<file path="config.mk">
export PLATFORM = sky130hd
export DESIGN_NAME = dmem_stall_ctrl_flat
export DESIGN_NICKNAME = d
export VERILOG_FILES = /design/src/rtl/dmem_stall_ctrl_pkg.sv /design/src/rtl/dmem_stall_ctrl_if.sv /design/src/rtl/dmem_mmio_regs.sv /design/src/rtl/dmem_stall_ctrl.sv /design/src/flat_wrapper.sv
export SDC_FILE = /design/constraint.sdc
export NUM_CORES = 1
export LEC_CHECK = 0
export CORE_UTILIZATION = 40
export DETAILED_ROUTE_END_ITERATION = 12
export DONT_BUFFER_PORTS = 1
export SETUP_SLACK_MARGIN = 0.05
export SKIP_LAST_GASP = 1
export SLEW_MARGIN = 15
export SYNTH_ARGS = -nofsm -noshare
export SYNTH_HDL_FRONTEND = slang
export SYNTH_HIERARCHICAL = 1
export SYNTH_SLANG_ARGS = --single-unit
</file>
<file path="constraint.sdc">
create_clock -name clk -period 3.5 [get_ports clk]
set_input_delay 0.35 -clock clk [delete_from_list [all_inputs] [get_ports clk]]
set_output_delay 0.35 -clock clk [all_outputs]
set_load 0.02 [all_outputs]
</file>
<file path="src/rtl/dmem_stall_ctrl_pkg.sv">
// Shared types and constants for the data-memory stall controller.
// FSM state encoding, MMIO register offsets and the default MMIO window base.
package dmem_stall_ctrl_pkg;

   typedef enum logic [1:0] {
      ST_IDLE   = 2'd0,
      ST_ACCESS = 2'd1,
      ST_DONE   = 2'd2
   } state_e;

   localparam logic [15:0] MMIO_BASE_DEF = 16'hFF00;

   localparam logic [15:0] LED_OFS = 16'd0;
   localparam logic [15:0] CYC_OFS = 16'd1;
   localparam logic [15:0] STC_OFS = 16'd2;

   function automatic logic [15:0] mmio_offset(input logic [15:0] addr,
                                               input logic [15:0] base);
      return addr - base;
   endfunction

endpackage

</file>
<file path="src/rtl/dmem_stall_ctrl_if.sv">
// Bus bundle between core memory stage, stall controller and data SRAM.
// The slave modport is the controller; the master modport is the core/SRAM side.
interface dmem_stall_ctrl_if;

   logic        req_valid;
   logic        req_we;
   logic [15:0] req_addr;
   logic [31:0] req_wdata;
   logic        stall;
   logic        rsp_valid;
   logic [31:0] rsp_rdata;
   logic        mem_en;
   logic        mem_we;
   logic [15:0] mem_addr;
   logic [31:0] mem_wdata;
   logic [31:0] mem_rdata;

   modport slave (
      input  req_valid, req_we, req_addr, req_wdata, mem_rdata,
      output stall, rsp_valid, rsp_rdata, mem_en, mem_we, mem_addr, mem_wdata
   );

   modport master (
      output req_valid, req_we, req_addr, req_wdata, mem_rdata,
      input  stall, rsp_valid, rsp_rdata, mem_en, mem_we, mem_addr, mem_wdata
   );

endinterface

</file>
<file path="src/rtl/dmem_mmio_regs.sv">
// MMIO register block: LED register, free-running cycle counter, store counter.
// Read data is combinational from current register state (pre-increment values).
module dmem_mmio_regs
   import dmem_stall_ctrl_pkg::*;
#(
   parameter int unsigned LED_W = 16
) (
   input  logic             clk,
   input  logic             reset,
   input  logic             wr_en,
   input  logic             store_done,
   input  logic [15:0]      offset,
   input  logic [LED_W-1:0] wdata,
   output logic [31:0]      rd_data,
   output logic [LED_W-1:0] led,
   output logic [31:0]      cycle_cnt
);

   logic [LED_W-1:0] led_q, led_d;
   logic [31:0]      cycle_cnt_q, cycle_cnt_d;
   logic [31:0]      store_cnt_q, store_cnt_d;

   always_comb begin
      led_d       = led_q;
      cycle_cnt_d = cycle_cnt_q + 32'd1;
      store_cnt_d = store_cnt_q;
      if (wr_en && (offset == LED_OFS)) begin
         led_d = wdata;
      end
      if (store_done) begin
         store_cnt_d = store_cnt_q + 32'd1;
      end
   end

   always_comb begin
      rd_data = '0;
      case (offset)
         LED_OFS: rd_data[LED_W-1:0] = led_q;
         CYC_OFS: rd_data = cycle_cnt_q;
         STC_OFS: rd_data = store_cnt_q;
         default: rd_data = '0;
      endcase
   end

   always_ff @(posedge clk) begin
      if (reset) begin
         led_q       <= '0;
         cycle_cnt_q <= '0;
         store_cnt_q <= '0;
      end else begin
         led_q       <= led_d;
         cycle_cnt_q <= cycle_cnt_d;
         store_cnt_q <= store_cnt_d;
      end
   end

   assign led       = led_q;
   assign cycle_cnt = cycle_cnt_q;

endmodule

</file>
<file path="src/rtl/dmem_stall_ctrl.sv">
// Data-memory access controller: stalls the core while a multi-cycle SRAM access
// completes and services a small MMIO window at the top of the word-address space.
module dmem_stall_ctrl
   import dmem_stall_ctrl_pkg::*;
#(
   parameter int unsigned WAIT_STATES = 2,
   parameter logic [15:0] MMIO_BASE   = MMIO_BASE_DEF,
   parameter int unsigned LED_W       = 16
) (
   input  logic               clk,
   input  logic               reset,
   dmem_stall_ctrl_if.slave   bus,
   output logic [LED_W-1:0]   led,
   output logic [31:0]        cycle_cnt
);

   localparam logic [3:0] WS_LAST = 4'(WAIT_STATES);

   state_e      state_q, state_d;
   logic [3:0]  wait_cnt_q, wait_cnt_d;
   logic        we_q, we_d;
   logic        mem_en_q, mem_en_d;
   logic        mem_we_q, mem_we_d;
   logic [15:0] mem_addr_q, mem_addr_d;
   logic [31:0] mem_wdata_q, mem_wdata_d;
   logic [31:0] rsp_rdata_q, rsp_rdata_d;

   logic        is_mmio;
   logic        mmio_wr;
   logic        store_done;
   logic [31:0] mmio_rdata;

   assign is_mmio = (bus.req_addr >= MMIO_BASE);

   always_comb begin
      state_d     = state_q;
      wait_cnt_d  = wait_cnt_q;
      we_d        = we_q;
      mem_en_d    = mem_en_q;
      mem_we_d    = mem_we_q;
      mem_addr_d  = mem_addr_q;
      mem_wdata_d = mem_wdata_q;
      rsp_rdata_d = rsp_rdata_q;
      mmio_wr     = 1'b0;
      store_done  = 1'b0;

      case (state_q)
         ST_IDLE: begin
            if (bus.req_valid) begin
               we_d = bus.req_we;
               if (is_mmio) begin
                  // MMIO completes at this edge; read mux sees pre-increment counters
                  mmio_wr = bus.req_we;
                  if (!bus.req_we) begin
                     rsp_rdata_d = mmio_rdata;
                  end
                  state_d = ST_DONE;
               end else begin
                  mem_en_d    = 1'b1;
                  mem_we_d    = bus.req_we;
                  mem_addr_d  = bus.req_addr;
                  mem_wdata_d = bus.req_wdata;
                  wait_cnt_d  = '0;
                  state_d     = ST_ACCESS;
               end
            end
         end
         ST_ACCESS: begin
            if (wait_cnt_q == WS_LAST) begin
               if (!we_q) begin
                  rsp_rdata_d = bus.mem_rdata;
               end
               mem_en_d = 1'b0;
               mem_we_d = 1'b0;
               state_d  = ST_DONE;
            end else begin
               wait_cnt_d = wait_cnt_q + 4'd1;
            end
         end
         ST_DONE: begin
            store_done = we_q;
            state_d    = ST_IDLE;
         end
         default: begin
            state_d = ST_IDLE;
         end
      endcase
   end

   always_ff @(posedge clk) begin
      if (reset) begin
         state_q     <= ST_IDLE;
         wait_cnt_q  <= '0;
         we_q        <= 1'b0;
         mem_en_q    <= 1'b0;
         mem_we_q    <= 1'b0;
         mem_addr_q  <= '0;
         mem_wdata_q <= '0;
         rsp_rdata_q <= '0;
      end else begin
         state_q     <= state_d;
         wait_cnt_q  <= wait_cnt_d;
         we_q        <= we_d;
         mem_en_q    <= mem_en_d;
         mem_we_q    <= mem_we_d;
         mem_addr_q  <= mem_addr_d;
         mem_wdata_q <= mem_wdata_d;
         rsp_rdata_q <= rsp_rdata_d;
      end
   end

   assign bus.stall     = ((state_q == ST_IDLE) && bus.req_valid) || (state_q == ST_ACCESS);
   assign bus.rsp_valid = (state_q == ST_DONE);
   assign bus.rsp_rdata = rsp_rdata_q;
   assign bus.mem_en    = mem_en_q;
   assign bus.mem_we    = mem_we_q;
   assign bus.mem_addr  = mem_addr_q;
   assign bus.mem_wdata = mem_wdata_q;

   dmem_mmio_regs #(
      .LED_W(LED_W)
   ) u_regs (
      .clk        (clk),
      .reset      (reset),
      .wr_en      (mmio_wr),
      .store_done (store_done),
      .offset     (mmio_offset(bus.req_addr, MMIO_BASE)),
      .wdata      (bus.req_wdata[LED_W-1:0]),
      .rd_data    (mmio_rdata),
      .led        (led),
      .cycle_cnt  (cycle_cnt)
   );

endmodule

</file>
<file path="src/flat_wrapper.sv">
// flat-port wrapper written by rule: the top's interface ports become plain ports
module dmem_stall_ctrl_flat import dmem_stall_ctrl_pkg::*;
#(
   parameter int unsigned WAIT_STATES = 2,
   parameter logic [15:0] MMIO_BASE   = MMIO_BASE_DEF,
   parameter int unsigned LED_W       = 16
)
  (clk, reset, led, cycle_cnt, bus_req_valid, bus_req_we, bus_req_addr, bus_req_wdata, bus_mem_rdata, bus_stall, bus_rsp_valid, bus_rsp_rdata, bus_mem_en, bus_mem_we, bus_mem_addr, bus_mem_wdata);
  dmem_stall_ctrl_if bus_i ();
  input  logic clk;
  input  logic reset;
  output logic [LED_W-1:0] led;
  output logic [31:0] cycle_cnt;
  input wire logic [$bits(bus_i.req_valid)-1:0] bus_req_valid;
  input wire logic [$bits(bus_i.req_we)-1:0] bus_req_we;
  input wire logic [$bits(bus_i.req_addr)-1:0] bus_req_addr;
  input wire logic [$bits(bus_i.req_wdata)-1:0] bus_req_wdata;
  input wire logic [$bits(bus_i.mem_rdata)-1:0] bus_mem_rdata;
  output wire logic [$bits(bus_i.stall)-1:0] bus_stall;
  output wire logic [$bits(bus_i.rsp_valid)-1:0] bus_rsp_valid;
  output wire logic [$bits(bus_i.rsp_rdata)-1:0] bus_rsp_rdata;
  output wire logic [$bits(bus_i.mem_en)-1:0] bus_mem_en;
  output wire logic [$bits(bus_i.mem_we)-1:0] bus_mem_we;
  output wire logic [$bits(bus_i.mem_addr)-1:0] bus_mem_addr;
  output wire logic [$bits(bus_i.mem_wdata)-1:0] bus_mem_wdata;
  assign bus_i.req_valid = bus_req_valid;
  assign bus_i.req_we = bus_req_we;
  assign bus_i.req_addr = bus_req_addr;
  assign bus_i.req_wdata = bus_req_wdata;
  assign bus_i.mem_rdata = bus_mem_rdata;
  assign bus_stall = bus_i.stall;
  assign bus_rsp_valid = bus_i.rsp_valid;
  assign bus_rsp_rdata = bus_i.rsp_rdata;
  assign bus_mem_en = bus_i.mem_en;
  assign bus_mem_we = bus_i.mem_we;
  assign bus_mem_addr = bus_i.mem_addr;
  assign bus_mem_wdata = bus_i.mem_wdata;
  dmem_stall_ctrl #(.WAIT_STATES(WAIT_STATES), .MMIO_BASE(MMIO_BASE), .LED_W(LED_W)) u_core (.clk(clk), .reset(reset), .bus(bus_i), .led(led), .cycle_cnt(cycle_cnt));
endmodule
</file>
### Word-level counts from Yosys, hierarchy flattened

Cells that the tools add are included.

| word-level totals | value |
|---|---|
| flip-flop bits (word level) | 169 |
| logic and storage cells | 68 |

| operators by class | value |
|---|---|
| $add $sub $neg | 4 |
| bitwise operators | 1 |
| reduce and logical (&&, ||, !) cells | 12 |
| multiplexer cells | 27 |
| eq/ne operators | 12 |
| magnitude comparators | 1 |

Operators by type and width:

| operator | count |
|---|---|
| 2-to-1 mux 32 bit | 5 |
| adder 32 x 1 -> 32 bit (second input constant) | 2 |
| case mux 32 bit (2 select lines) | 1 |
| case mux 16 bit (3 select lines) | 1 |
| case mux 16 bit (2 select lines) | 1 |
| equality test 16 x 1 -> 1 bit (second input constant) | 1 |
| equality test 16 x 2 -> 1 bit (second input constant) | 1 |
| >= comparator 16 bit (second input constant) | 1 |
| zero test 16 bit | 1 |
| subtractor 16 bit (second input constant) | 1 |
| 2-to-1 mux 4 bit | 3 |
| inequality test 2 bit (second input constant) | 5 |
| 2-to-1 mux 1 bit | 9 |
| case mux 4 bit (2 select lines) | 1 |
| AND reduction 4 bit | 2 |
| 2-to-1 mux 2 bit | 3 |
| AND reduction 6 bit | 1 |
| adder 4 x 1 -> 4 bit (second input constant) | 1 |
| equality test 4 x 2 -> 1 bit (second input constant) | 1 |
| inequality test 2 x 1 -> 1 bit (second input constant) | 2 |
| case mux 1 bit (2 select lines) | 2 |
| case mux 2 bit (2 select lines) | 1 |
| AND reduction 2 bit | 2 |
| AND reduction 3 bit | 1 |
| 7 further kinds | 8 |

### Depth between registers and ports, before layout

| depth | value |
|---|---|
| depth after elaboration | 7 |
| depth in mapped cells | 12 |
| mapped depth without buffers | 11 |

### Hierarchy

The synthesis kept the hierarchy.

By module, submodules not included:

| module | cells an instance | area an instance (um2) | instances | seq. area each (um2) |
|---|---|---|---|---|
| dmem_mmio_regs | 488 | 4,130.2 | 1 | 1,601.5 |
| dmem_stall_ctrl | 472 | 3,843.7 | 1 | 1,781.7 |

### Least setup slack after synthesis

No wires, ideal clock.

| timing | value |
|---|---|
| path kind | reg2reg |
| start | reg u_core.state_q[1] |
| end | reg u_core.u_regs.store_cnt_q[21] |
| arrival time | 2.479 ns |
| data required time | 3.379 ns |
| cell stages (with the launch flop) | 11 |
| library setup time | 0.121 ns |
| path buffers | 3 |
| clock period less this slack | 2.599 ns |
| setup slack | 0.901 ns |
| cell sequence | dfxtp_1 > buf_2 > inv_1 > nor2_1 > and2_1 > nand4_1 > or2_2 > clkbuf_1 > clkbuf_1 > nor4_1 > mux2_2 |

| between the ends | value |
|---|---|
| cells in the longest elaborated chain, start to end | 2 |

Ends and longest elaborated chain:

| what | line | text |
|---|---|---|
| start: declaration | dmem_stall_ctrl.sv:19 | `state_e state_q, state_d;` |
| start signal: assignment | dmem_stall_ctrl.sv:101 | `state_q <= state_d;` |
| equality test 2 bit | n/a |  |
| via bus_rsp_valid | flat_wrapper.sv:20 | `output wire logic [$bits(bus_i.rsp_valid)-1:0] bus_rsp_valid;` |
| 2-to-1 mux 1 bit | dmem_stall_ctrl.sv:47 | `case (state_q)` |
| via u_core.store_done | dmem_stall_ctrl.sv:30 | `logic store_done;` |
| end signal: assignment | dmem_mmio_regs.sv:53 | `store_cnt_q <= store_cnt_d;` |
| end: declaration | dmem_mmio_regs.sv:21 | `logic [31:0] store_cnt_q, store_cnt_d;` |

The timed path passes the listed nets, and every way through them passes these cells.
A chain may end at the register's enable or synchronous reset.

### Worst setup path after layout

| timing | value |
|---|---|
| start | reg u_core.state_q[0] |
| end | reg u_core.u_regs.store_cnt_q[31] |

| between the ends | value |
|---|---|
| cells in the longest elaborated chain, start to end | 2 |

Ends and longest elaborated chain:

| what | line |
|---|---|
| equality test 2 bit | dmem_stall_ctrl.sv:47 |
| 2-to-1 mux 1 bit | dmem_stall_ctrl.sv:47 |
| via u_core.store_done | dmem_stall_ctrl.sv:30 |

The timed path passes the listed nets, and every way through them passes these cells.

==> impl_metrics.py <==
metrics = {
    "pwr": {
        "pwr-share-seq_pct": 49.8,
        "clkPwrFrac_pct": 44.8,
        "vdd_drop_max_uv": 309,
        "p_comb_share_pct": 5.4,
        "switching_share_pct": 27.7,
        "switching_power_uw": 1150,
        "p_total_uw": 4140,
        "power_density_nw_per_um2": 475,
        "p_leak_uw": 0.00307,
        "p_int_uw": 2990,
    },
    "worst_setup_path": {
        "max_stage_delay_ps": 480,
        "rrSetupSlack_ps": 1010,
        "cp.depth": 6,
        "path_buf_inv": 0,
        "cp-start-kind": "register",
        "worstPathCellList": "nor2_1 -> and2_1 -> nand4_1 -> or2_2 -> nor4_1 -> mux2_2",
        "cp.arrival_ps": 2810,
        "cp_max_fo": 16,
        "critPathCaptureType": "register",
        "required_ps": 3820,
        "critPathTopFamily": "simple AND/OR/NAND/NOR gates",
        "path_class": "register to register",
        "rr_worst_depth": 6,
        "cpMaxStageDelayCell": "or2_2",
    },
    "clocking": {
        "clk_pin_slew_ps": 80,
        "numCtsBuffers": 17,
        "cts_resized": 0,
        "root_buffer": "clkbuf_16",
        "cts.path.max_buffers": 2,
        "tritoncts": "built",
        "post_cts_buffers": 0,
        "htreeDepth": 4,
        "clkSinkCount": 169,
        "postCtsHoldBufs": 3,
        "clock_latency_ps": 430,
    },
    "placement": {
        "gp_congestion": 0.806,
        "portBuffers": 0,
        "pre_cts_ws_ps": 681,
        "hpwl_mm": 16.4,
    },
    "detailed_routing": {
        "ant_nets": 0,
        "drc": 0,
        "wl_mm": 24.1,
        "drtPass1Iterations": 5,
        "via_count": 7044,
        "wl_per_cell_um": 20.1,
        "drt-initial-drc-count": 485,
        "avgViaCountPerCell": 5.87,
    },
    "synthesis": {
        "yosysMostFrequentCell": "dfxtp_1",
        "ys_warn_count": 6,
        "yosysTopAreaCell": "dfxtp_1",
        "syn-instance-count": 960,
        "synthTopCellsByCount": "dfxtp_1 (169), nand2_1 (127), nor2_1 (112)",
        "ys_seq_elements": 169,
        "netlist_area_um2": 7970,
        "synth-edff-count": 0,
        "synth_ff_type": "dfxtp_1",
        "ys_seq_area_share_pct": 42.4,
        "syn_area_per_cell_um2": 8.31,
        "syn-num-nets": 1049,
        "synth_top_area_share_pct": 42.4,
        "synth_area_leaders": "dfxtp_1 (42%), nand2_1 (6.0%), a21oi_1 (5.8%), nor2_1 (5.3%), o311a_1 (4.0%)",
        "synth-async-reset-ratio_pct": 0,
        "synth_cell_types": 57,
    },
    "die": {
        "rows": 51,
        "die_w_um": 143,
        "die-height_um": 143,
        "core_region_area_um2": 19500,
        "io_pins": 216,
        "start_util_pct": 40.8,
        "dieArea_um2": 20500,
    },
    "sta": {
        "maxSlewViolCount": 0,
        "min_period_ps": 2490,
        "final-setup-viol-count": 0,
        "finClkSkew_ps": 8.11,
        "hold_viol_final": 0,
        "max_freq_ghz": 0.402,
        "rsz0062_at_grt": "false",
        "setup_ws_ps": 1010,
        "setup_tns_ps": 0,
        "finalCritPeriodShare_pct": 71.1,
        "worst_slew_pin_slew_ps": 861,
        "timing.slew.headroom_pct": 42.4,
    },
    "finish": {
        "antenna_cells": 0,
        "nNetsFinal": 1011,
        "post-route-util_pct": 44.6,
        "drive_gt1_share_pct": 8.88,
        "area_delta_synth_final_pct": 9.12,
    },
    "grt": {
        "antenna_found_initial": 0,
        "grt_max_degree": 70,
        "grt_pass1_vias": 6536,
        "grt_overflow": 0,
        "grt_usage_pct": 23.6,
        "grt_pass1_wl_mm": 36.8,
    },
    "hold_path": {
        "min_path_cells": 2,
        "hp-class": "input pin to register",
    },
    "flow_run": {
        "drv_cap": 0,
    },
    "run_status": {
        "status": "completed",
    },
}
metrics by stage:
stage                     std cells  cell area [µm²]  hold WS (ps)
after floorplan                 960             7970           461
after global placement         1165             8070           441
after detailed placement       1165             8070           442
after CTS                      1200             8700          23.0
after global routing           1200             8700          27.1
final                          1200             8700          40.7
power groups by stage:
stage / logic [µW] / clock network, µW / registers [µW]
6_report: 223 / 1850 / 2060
5_1_grt: 251 / 1980 / 2070
3_3_place_gp: 186 / 0 / 2110
2_1_floorplan: 178 / 0 / 2090
3_5_place_dp: 191 / 0 / 2100
4_1_cts: 223 / 1890 / 2060
metal layers:
layer	wire, µm	global-route usage, %
met1	9890	28.3
met5	0	0
met3	2390	8.52
met2	11500	39.0
met4	361	7.41
path summary, 6_finish.rpt:
| kind | end | startpoint |
|---|---|---|
| setup reg to reg | u_core/u_regs/store_cnt_q[31] | u_core/state_q[0] |
| setup / recovery | u_core/u_regs/store_cnt_q[31] | u_core/state_q[0] |
| hold / removal | u_core/bus.mem_wdata[30] | bus_req_wdata[30] |
| hold reg to reg | u_core/u_regs/store_cnt_q[26] | u_core/u_regs/store_cnt_q[26] |
worst reg2reg max path, delay by kind of cell, from the launching register on:
kind	cells	cell delay [ps]
and+or+nand+nor	5	1580
DFF	1	420
muxes	1	370
registers in the layout (all words and copies together), names as in the netlist:
signal and cells:
u_core/bus.mem_wdata 32, u_core/bus.rsp_rdata 32, u_core/u_regs/cycle_cnt 32, u_core/u_regs/store_cnt_q 32, u_core/bus.mem_addr 16, u_core/u_regs/led 16
u_core/wait_cnt_q 4, u_core/state_q 2, u_core/bus.mem_en 1, u_core/bus.mem_we 1, u_core/we_q 1
placed cells by master, fill, tap and decap left out, types with 3 or more instances in the layout:
cell type / netlist / final
o22ai_1: 32 / 32
o311a_1: 32 / 32
ha_1: 5 / 5
or3_1: 7 / 7
dfxtp_1: 169 / 169
buf_4: 1 / 16
nor2b_1: 12 / 11
inv_1: 13 / 13
inv_6: 0 / 5
and2_1: 16 / 16
and4_1: 8 / 8
a21oi_1: 93 / 93
a31oi_1: 3 / 3
and3_1: 7 / 7
nand4_1: 14 / 14
o31ai_1: 19 / 19
or4_1: 20 / 20
xor2_1: 17 / 17
clkbuf_16: 0 / 17
nor2_1: 112 / 112
nor3_1: 7 / 6
xnor2_1: 13 / 13
a22o_1: 16 / 16
inv_8: 0 / 5
o21ai_0: 27 / 27
nand2_1: 127 / 127
and2_0: 3 / 3
mux2_2: 11 / 11
nor4_1: 16 / 16
nand3_1: 37 / 37
a221o_1: 15 / 15
layout make-up:
type | instances | area, µm²
clock inverter | 15 | 146
tap | 265 | 332
fill | 2006 | 10800
inverter | 14 | 52.6
sequential | 169 | 3380
multi-input combinational | 701 | 4180
clock buffer | 17 | 425
timing repair buffer | 19 | 178
logic make-up after synthesis:
logic type / synth area share (%)
XOR/XNOR: 3.30
AO/OA/AOI/OAI: 20.4
AND/OR/NAND/NOR: 25.9
buffers and inverters: 5.46
adder cells (fa/ha/maj): 0.785
multiplexers: 1.68
flip-flops: 42.4
Power figures use the tool's default switching activity.
